`src/rtl/refill_pkg.sv`:
```
// Shared types and constants for the miss-refill controller.
// Latency: none (declarations only).
// Backpressure: not applicable.
package refill_pkg;

  // Controller states: idle/arbitrating, waiting for the memory line, writing the cache.
  typedef enum logic [1:0] {
    IDLE = 2'd0,
    WAIT = 2'd1,
    FILL = 2'd2
  } state_t;

  // Requester identity; also the encoding of the round-robin history bit.
  typedef logic grant_t;
  localparam grant_t GNT_I = 1'b0;
  localparam grant_t GNT_D = 1'b1;

  localparam int LINE_W = 128;

  // I-cache tag word layout: {valid, lru[2:0], line address, 2'b00}.
  localparam int VALID_BIT = 8;
  localparam int LRU_HI    = 7;
  localparam int LRU_LO    = 5;

endpackage

```
`src/rtl/rr_arb2.sv`:
```
// Two-way round-robin arbiter between the I-miss and D-miss requesters.
// Latency: grant is combinational; history updates on the clock after an advance strobe.
// Backpressure: none; the grant is only consumed when advance is high.
//   clk, reset      : clock and synchronous active-high reset
//   reqI, reqD      : request levels
//   advance         : caller accepted the current grant this cycle
//   gntValid/gntSel : some request is present / which one wins
module rr_arb2
  import refill_pkg::*;
(
  input  logic   clk,
  input  logic   reset,
  input  logic   reqI,
  input  logic   reqD,
  input  logic   advance,
  output logic   gntValid,
  output grant_t gntSel
);

  grant_t lastGrant;

  // History starts at D so that I wins the first tie after reset.
  always_ff @(posedge clk) begin
    if (reset) begin
      lastGrant <= GNT_D;
    end else if (advance && gntValid) begin
      lastGrant <= gntSel;
    end
  end

  always_comb begin
    gntValid = reqI | reqD;
    gntSel   = GNT_I;
    if (reqI && reqD) begin
      gntSel = (lastGrant == GNT_I) ? GNT_D : GNT_I;
    end else if (reqD) begin
      gntSel = GNT_D;
    end
  end

endmodule

```
`src/rtl/mem_refill_ctrl.sv`:
```
// Services I-cache and D-cache misses with one 128b line read each from a shared memory port.
// Latency: miss seen at edge N -> mem_req from N+1; mem_ready at edge M -> cache write in cycle M+1.
// Backpressure: misses are levels and are re-sampled in IDLE; a WAIT longer than TIMEOUT aborts.
//   imiss/imiss_pc, dmiss/dmiss_addr : miss levels and addresses from fetch / memory stage
//   mem_req/mem_addr, mem_ready/mem_rdata : line read port to main memory
//   icache_*/dcache_* : one-cycle line + tag write to the granted cache
//   fetch_stall/mem_stall : stage stalls;  mem_err : sticky timeout flag
module mem_refill_ctrl #(
  parameter int IADDR_W = 5,
  parameter int DADDR_W = 8,
  parameter int LINE_W  = refill_pkg::LINE_W,
  parameter int TIMEOUT = 16
) (
  input  logic               clk,
  input  logic               reset,
  input  logic               imiss,
  input  logic [IADDR_W-1:0] imiss_pc,
  input  logic               dmiss,
  input  logic [DADDR_W-1:0] dmiss_addr,
  output logic               mem_req,
  output logic [DADDR_W-3:0] mem_addr,
  input  logic               mem_ready,
  input  logic [LINE_W-1:0]  mem_rdata,
  output logic               icache_we,
  output logic [LINE_W-1:0]  icache_line,
  output logic [8:0]         icache_tag,
  output logic               dcache_we,
  output logic [LINE_W-1:0]  dcache_line,
  output logic [DADDR_W+1:0] dcache_tag,
  output logic               fetch_stall,
  output logic               mem_stall,
  output logic               mem_err
);
  import refill_pkg::*;

  localparam int CNT_W = (TIMEOUT > 1) ? $clog2(TIMEOUT) : 1;

  state_t             state, stateNext;
  grant_t             grantR;
  grant_t             gntSel;
  logic               gntValid;
  logic               arbAdvance;
  logic               cntDone;
  logic [CNT_W-1:0]   timeoutCnt;
  logic               memReq;
  logic [DADDR_W-3:0] memAddr;
  logic [LINE_W-1:0]  lineR;
  logic [8:0]         iTagR;
  logic [DADDR_W+1:0] dTagR;
  logic               iWe, dWe, errR;
  logic [8:0]         iTagNext;

  // Word-offset bits do not select a line.
  logic unusedOffsetBits;
  assign unusedOffsetBits = &{1'b0, imiss_pc[1:0], dmiss_addr[1:0]};

  rr_arb2 u_arb (
    .clk      (clk),
    .reset    (reset),
    .reqI     (imiss),
    .reqD     (dmiss),
    .advance  (arbAdvance),
    .gntValid (gntValid),
    .gntSel   (gntSel)
  );

  assign cntDone = (timeoutCnt == CNT_W'(TIMEOUT - 1));

  // State register.
  always_ff @(posedge clk) begin
    if (reset) state <= IDLE;
    else       state <= stateNext;
  end

  // Next-state logic.
  always_comb begin
    stateNext = state;
    unique case (state)
      IDLE: if (gntValid) stateNext = WAIT;
      WAIT: begin
        if (mem_ready)    stateNext = FILL;
        else if (cntDone) stateNext = IDLE;
      end
      FILL:    stateNext = IDLE;
      default: stateNext = IDLE;
    endcase
  end

  // Combinational outputs: arbitration strobe and stage stalls.
  always_comb begin
    arbAdvance  = (state == IDLE);
    fetch_stall = imiss | ((state != IDLE) && (grantR == GNT_I));
    mem_stall   = dmiss | ((state != IDLE) && (grantR == GNT_D));
  end

  // I tag is built from the low bits of the held line address, which were zero-extended from the PC.
  always_comb begin
    iTagNext                          = '0;
    iTagNext[VALID_BIT]               = 1'b1;
    iTagNext[LRU_HI:LRU_LO]           = 3'b000;
    iTagNext[LRU_LO-1 -: IADDR_W-2]   = memAddr[IADDR_W-3:0];
  end

  // Datapath registers.
  always_ff @(posedge clk) begin
    if (reset) begin
      grantR     <= GNT_I;
      timeoutCnt <= '0;
      memReq     <= 1'b0;
      memAddr    <= '0;
      lineR      <= '0;
      iTagR      <= '0;
      dTagR      <= '0;
      iWe        <= 1'b0;
      dWe        <= 1'b0;
      errR       <= 1'b0;
    end else begin
      iWe <= 1'b0;
      dWe <= 1'b0;
      unique case (state)
        IDLE: begin
          if (gntValid) begin
            grantR     <= gntSel;
            memReq     <= 1'b1;
            timeoutCnt <= '0;
            memAddr    <= (gntSel == GNT_I)
                          ? {{(DADDR_W-IADDR_W){1'b0}}, imiss_pc[IADDR_W-1:2]}
                          : dmiss_addr[DADDR_W-1:2];
          end
        end
        WAIT: begin
          if (mem_ready) begin
            lineR  <= mem_rdata;
            iTagR  <= iTagNext;
            dTagR  <= {1'b1, 3'b000, memAddr};
            memReq <= 1'b0;
            iWe    <= (grantR == GNT_I);
            dWe    <= (grantR == GNT_D);
          end else if (cntDone) begin
            errR   <= 1'b1;
            memReq <= 1'b0;
          end else begin
            timeoutCnt <= timeoutCnt + 1'b1;
          end
        end
        default: ;
      endcase
    end
  end

  assign mem_req     = memReq;
  assign mem_addr    = memAddr;
  assign icache_we   = iWe;
  assign icache_line = lineR;
  assign icache_tag  = iTagR;
  assign dcache_we   = dWe;
  assign dcache_line = lineR;
  assign dcache_tag  = dTagR;
  assign mem_err     = errR;

endmodule
```
`config.mk`:
```
export PLATFORM = sky130hd
export DESIGN_NAME = mem_refill_ctrl
export DESIGN_NICKNAME = d
export VERILOG_FILES = /design/src/rtl/refill_pkg.sv /design/src/rtl/rr_arb2.sv /design/src/rtl/mem_refill_ctrl.sv
export SDC_FILE = /design/constraint.sdc
export NUM_CORES = 1
export LEC_CHECK = 0
export ABC_CLOCK_PERIOD_IN_PS = 1400
export CAP_MARGIN = 20
export CORE_AREA = 2 2 167 169
export DETAILED_ROUTE_END_ITERATION = 12
export DIE_AREA = 0 0 169 171
export SETUP_SLACK_MARGIN = 0.2
export SYNTH_ARGS = -nofsm -noshare
export SYNTH_HDL_FRONTEND = slang
export SYNTH_HIERARCHICAL = 1
export SYNTH_SLANG_ARGS = --single-unit
```
`constraint.sdc`:
```
create_clock -name clk -period 1.4 [get_ports clk]
set_input_delay 0.14 -clock clk [delete_from_list [all_inputs] [get_ports clk]]
set_output_delay 0.14 -clock clk [all_outputs]
set_load 0.1 [all_outputs]
```
# Yosys cells after proc, flatten, opt, wreduce, memory -nomap -nowiden
# Cells that the tools add are included.
dict set report word_totals {
  wordCells 55
  in_bits 146
  reg_bits 157
  output_inout_bits 287
}
dict set report op_classes {
  bitwise_logic 6
  mux 16
  n_eq_ne 6
  add_sub_neg 1
  n_reduce_logical 14
}
# operator n
set ops {}
lappend ops {{$mux 4} 3}
lappend ops {{$pmux 4 s2} 1}
lappend ops {{$mux 1} 6}
lappend ops {{$mux 2} 3}
lappend ops {{$mux 6} 1}
lappend ops {{$ne 2x2->1 const B} 3}
lappend ops {{$reduce_and 2->1} 3}
lappend ops {{$reduce_and 3->1} 2}
lappend ops {{$add 4x1->4 const B} 1}
lappend ops {{$eq 4x4->1 const B} 1}
lappend ops {{$logic_and 1x1->1} 4}
lappend ops {{$pmux 2 s2} 1}
lappend ops {{$reduce_and 4->1} 1}
lappend ops {{$reduce_bool 2->1} 2}
lappend ops {{$ne 3x3->1 const B} 1}
lappend ops {{$not 1->1} 3}
lappend ops {{$or 1x1->1} 3}
lappend ops {{$reduce_or 3->1} 1}
lappend ops {{$eq 2x1->1 const B} 1}
lappend ops {{$logic_not 2->1} 1}
lappend ops {{$pmux 1 s2} 1}

# Longest topological paths before layout
dict set report logic_depth {
  word_depth 4
  depth_mapped 7
  depth_no_buf 4
}

# Modules after synthesis
# The synthesis kept the hierarchy.
# module instances area_per_inst_um2 seq_area_each_um2 cells_per_inst
set modules_own_cells {}
lappend modules_own_cells {mem_refill_ctrl 1 6488.7 3042.9 812}
lappend modules_own_cells {rr_arb2 1 56.3 20.0 6}

# Worst setup path before layout
# Ideal clock, no wire load.
dict set report synth_timing {
  kind {register to output}
  from {register state[1]}
  to {output fetch_stall}
  path_stages_with_launch 4
  path_slack_ns -0.676
  arrival_time_ns 1.936
  required_time_ns 1.260
  path_cell_list {dfxtp_1 -> buf_4 -> nor2_1 -> o21bai_1}
}
dict set report synth_via {
  elab_chain_len 3
}
# item line
set synth_rtl {}
lappend synth_rtl {{from (decl)} mem_refill_ctrl.sv:38} ;# state_t state, stateNext;
lappend synth_rtl {{from (signal assigned)} mem_refill_ctrl.sv:72} ;# else state <= stateNext;
lappend synth_rtl {{$reduce_bool 2->1} mem_refill_ctrl.sv:92} ;# fetch_stall = imiss | ((state != IDLE) && (grantR == GNT_I));
lappend synth_rtl {{$logic_and 1x1->1} mem_refill_ctrl.sv:92}
lappend synth_rtl {{$or 1x1->1} mem_refill_ctrl.sv:92}
lappend synth_rtl {{to (decl)} mem_refill_ctrl.sv:30} ;# output logic fetch_stall,
# Every way passes these cells.

# Worst setup path after layout
dict set report layout_timing {
  from {register state[1]}
  to {register lineR[117] (netlist: dcache_line[117])}
}
dict set report layout_via {
  elab_chain_len 2
}
# item line
set layout_rtl {}
lappend layout_rtl {{$eq 2x1->1} mem_refill_ctrl.sv:120} ;# unique case (state)
lappend layout_rtl {{$reduce_and 2->1 (no line)} -}
lappend layout_rtl {{to (signal assigned)} mem_refill_ctrl.sv:133} ;# lineR <= mem_rdata;
lappend layout_rtl {{to (decl)} mem_refill_ctrl.sv:47} ;# logic [LINE_W-1:0] lineR;
# Every way passes these cells.
# A chain may end at the register's enable or synchronous reset.

==> qor.yml <==
outcome: "finished with violations"
violations: "negative setup slack"
finalCritPeriodShare: 1.07
synth_compound_area_frac: 0.128
hold_buffers: 0
dr.pass1.iters: 4
synth_cell_type_count: 35
die_y_um: 171
synth-xor-area-share: 0
finalWorstSetupSlack_ns: -0.0943
vias: 6645
synth.largest_area_cell: "dfxtp_1"
grt_overflow: 0
finalHoldViolCount: 0
fin_skew_ns: 0.0123
p_per_area_nw_per_um2: 990
ys_ff_latch: 153
insertion_delay_ns: 0.43
die_area_um2: 28900
drc_errors: 0
coreArea_um2: 27300
cap_violations: 0
synth_area_um2: 6550
whs_ns: 0.118
rsz0062_at_grt: "yes"
crit_type: "reg -> reg"
synth.yosys.seq_area_share: 0.468
postRouteWirelength_um: 27700
die_x_um: 169
clockBufferDepth: 2
io_pins: 433
dpl.hpwl_um: 18200
cp_num_buf_inv: 5
layout_common_cells: "buf_12 (301), nand2_1 (180), clkdlybuf4s50_1 (140)"
yosysTopAreaCellShare: 0.468
grt_max_degree: 58
antenna_found_initial: 0
critPathTopFamily: "buffers and inverters"
ir_worst_vdd_uv: 589
p_leak_nw: 6.01
track_usage: 0.180
layout_commonest_cell: "buf_12"
fin_tns_setup_ns: -3.21
grt_pass1_wl_um: 39900
path_max_fanout: 8
cts_sinks: 153
port_buffers: 420
finalCriticalPeriod_ns: 1.49
crit_arrival_ns: 1.79
synth_adder_area_share: 0.00191
required_ns: 1.69
startpoint_type: "flip-flop"
synthTopCellsByArea: "dfxtp_1 (47%), buf_4 (18%), nand2_1 (16%)"
start_util: 0.240
cts-root-buf: "clkbuf_16"
synth_warnings: 6
antenna_cells: 0
drt_iter0_drc: 241
fmax_mhz: 669
final_antenna_net_count: 0
place_congestion: 0.764
cts_made_buffers: 17
synth-simple-area-share: 0.185
synthMuxAreaShare: 0.00765
drive_gt1_frac: 0.615
viasPerCell: 4.39
cts_tree: "yes"
cp-end-kind: "flip-flop"
synth_top_family_by_area: "buffers and inverters"
hold_class: "in -> reg"
maxSlewViolCount: 0
cp_slowest_cell: "dfxtp_4"
clk_pin_slew_worst_paths_ns: 0.08
syn_area_per_cell_um2: 8.00
htree_levels: 4
slowest_delay_ns: 0.36
syn2layout_area_growth_pct: 141
synth_cells: 818
grt_pass1_vias: 6685
fin_nets: 1300
setup_violations: 95
rows: 61
wl_per_cell_um: 18.3
cp_cell_sequence: "buf_6 > nand3b_1 > buf_6 > buf_12 > buf_12 > buf_16 > nand2_2 > a21oi_1"
-- cells by family (layout without fill, tap and decap cells) --
group | Yosys count | in the layout
AOI/OAI and AO/OA | 156 | 156
muxes | 5 | 5
adders and majority gates | 1 | 1
DFF | 153 | 153
other | 1 | 8
buffers and inverters | 195 | 536
and+or+nand+nor | 307 | 307
-- metrics by stage --
step,area (um^2),std cells,setup slack [ns],util,power [mW]
floorplan,6780,825,-0.0855,-,8.36
global placement,13200,1428,-0.250,0.483,10.4
detailed placement,13200,1428,-0.289,0.483,10.4
CTS,15000,1504,-0.0462,0.550,15.6
global route,15800,1512,-0.146,0.577,16.1
finish,15800,1512,-0.0943,0.577,15.6
-- cells in the mapped netlist, drive strengths merged --
cell type  instances
a211oi             5
a21boi             1
a21o               1
a21oi            139
a221oi             1
a31oi              1
and2               1
and3               2
and3b              1
and4b              1
buf              173
clkbuf            18
conb               1
dfxtp            153
ha                 1
inv                4
mux2i              5
nand2            277
nand2b             3
nand3              5
nand3b             1
nor2               9
nor2b              1
nor3               3
nor3b              1
o21a               1
o21ai              2
o21bai             2
o221a              2
o31a               1
or2                1
or3b               1
-- flip-flops by register name, summed over array words and instances, names as in the netlist --
register / flops
dcache_line: 128
dcache_tag: 7
mem_addr: 6
timeoutCnt: 4
state: 2
dcache_we: 1
grantR: 1
icache_we: 1
mem_err: 1
mem_req: 1
u_arb/lastGrant: 1
-- power by group --
group / switching [mW] / total (mW) / leakage, nW / internal [mW]
clock network: 2.13 / 4.53 / 0.285 / 2.40
logic: 3.71 / 6.14 / 4.40 / 2.43
registers: 0.412 / 4.95 / 1.33 / 4.54
-- metal layers --
| metal | global-route usage | vias up | part of all wire |
|---|---|---|---|
| li1 | - | 3154 | - |
| met4 | 0.0587 | 0 | 0.016 |
| met3 | 0.0451 | 30 | 0.061 |
| met5 | 0 | - | 0 |
| met2 | 0.323 | 280 | 0.52 |
| met1 | 0.211 | 3181 | 0.40 |
-- repair_timing --
action / CTS / global route
pin swaps: 83 / 65
setup buffers: 28 / 6
gates cloned: 16 / 2
endpoints found under the setup margin: 159 / 240
gates resized for setup: 163 / 182
-- worst paths after layout --
kind                    start          endpoint  slack, ns  cells past startpoint
hold / removal          reset  dcache_line[125]       0.12                      2
setup reg to reg     state[1]  dcache_line[117]      -0.09                      8
hold reg to reg   mem_addr[3]     dcache_tag[3]       0.48                      2
setup / recovery     state[1]  dcache_line[117]      -0.09                      8
-- area by class of cell --
cell class	instances	area, um^2
flip-flops and latches	153	3370
clock inverters	14	130
fillers	2092	11600
multi-input cells	477	3020
well taps	346	433
clock buffers	18	439
repair buffers	500	8360
inverters	4	15.0
Note: power is estimated with default switching activity, not from simulation.
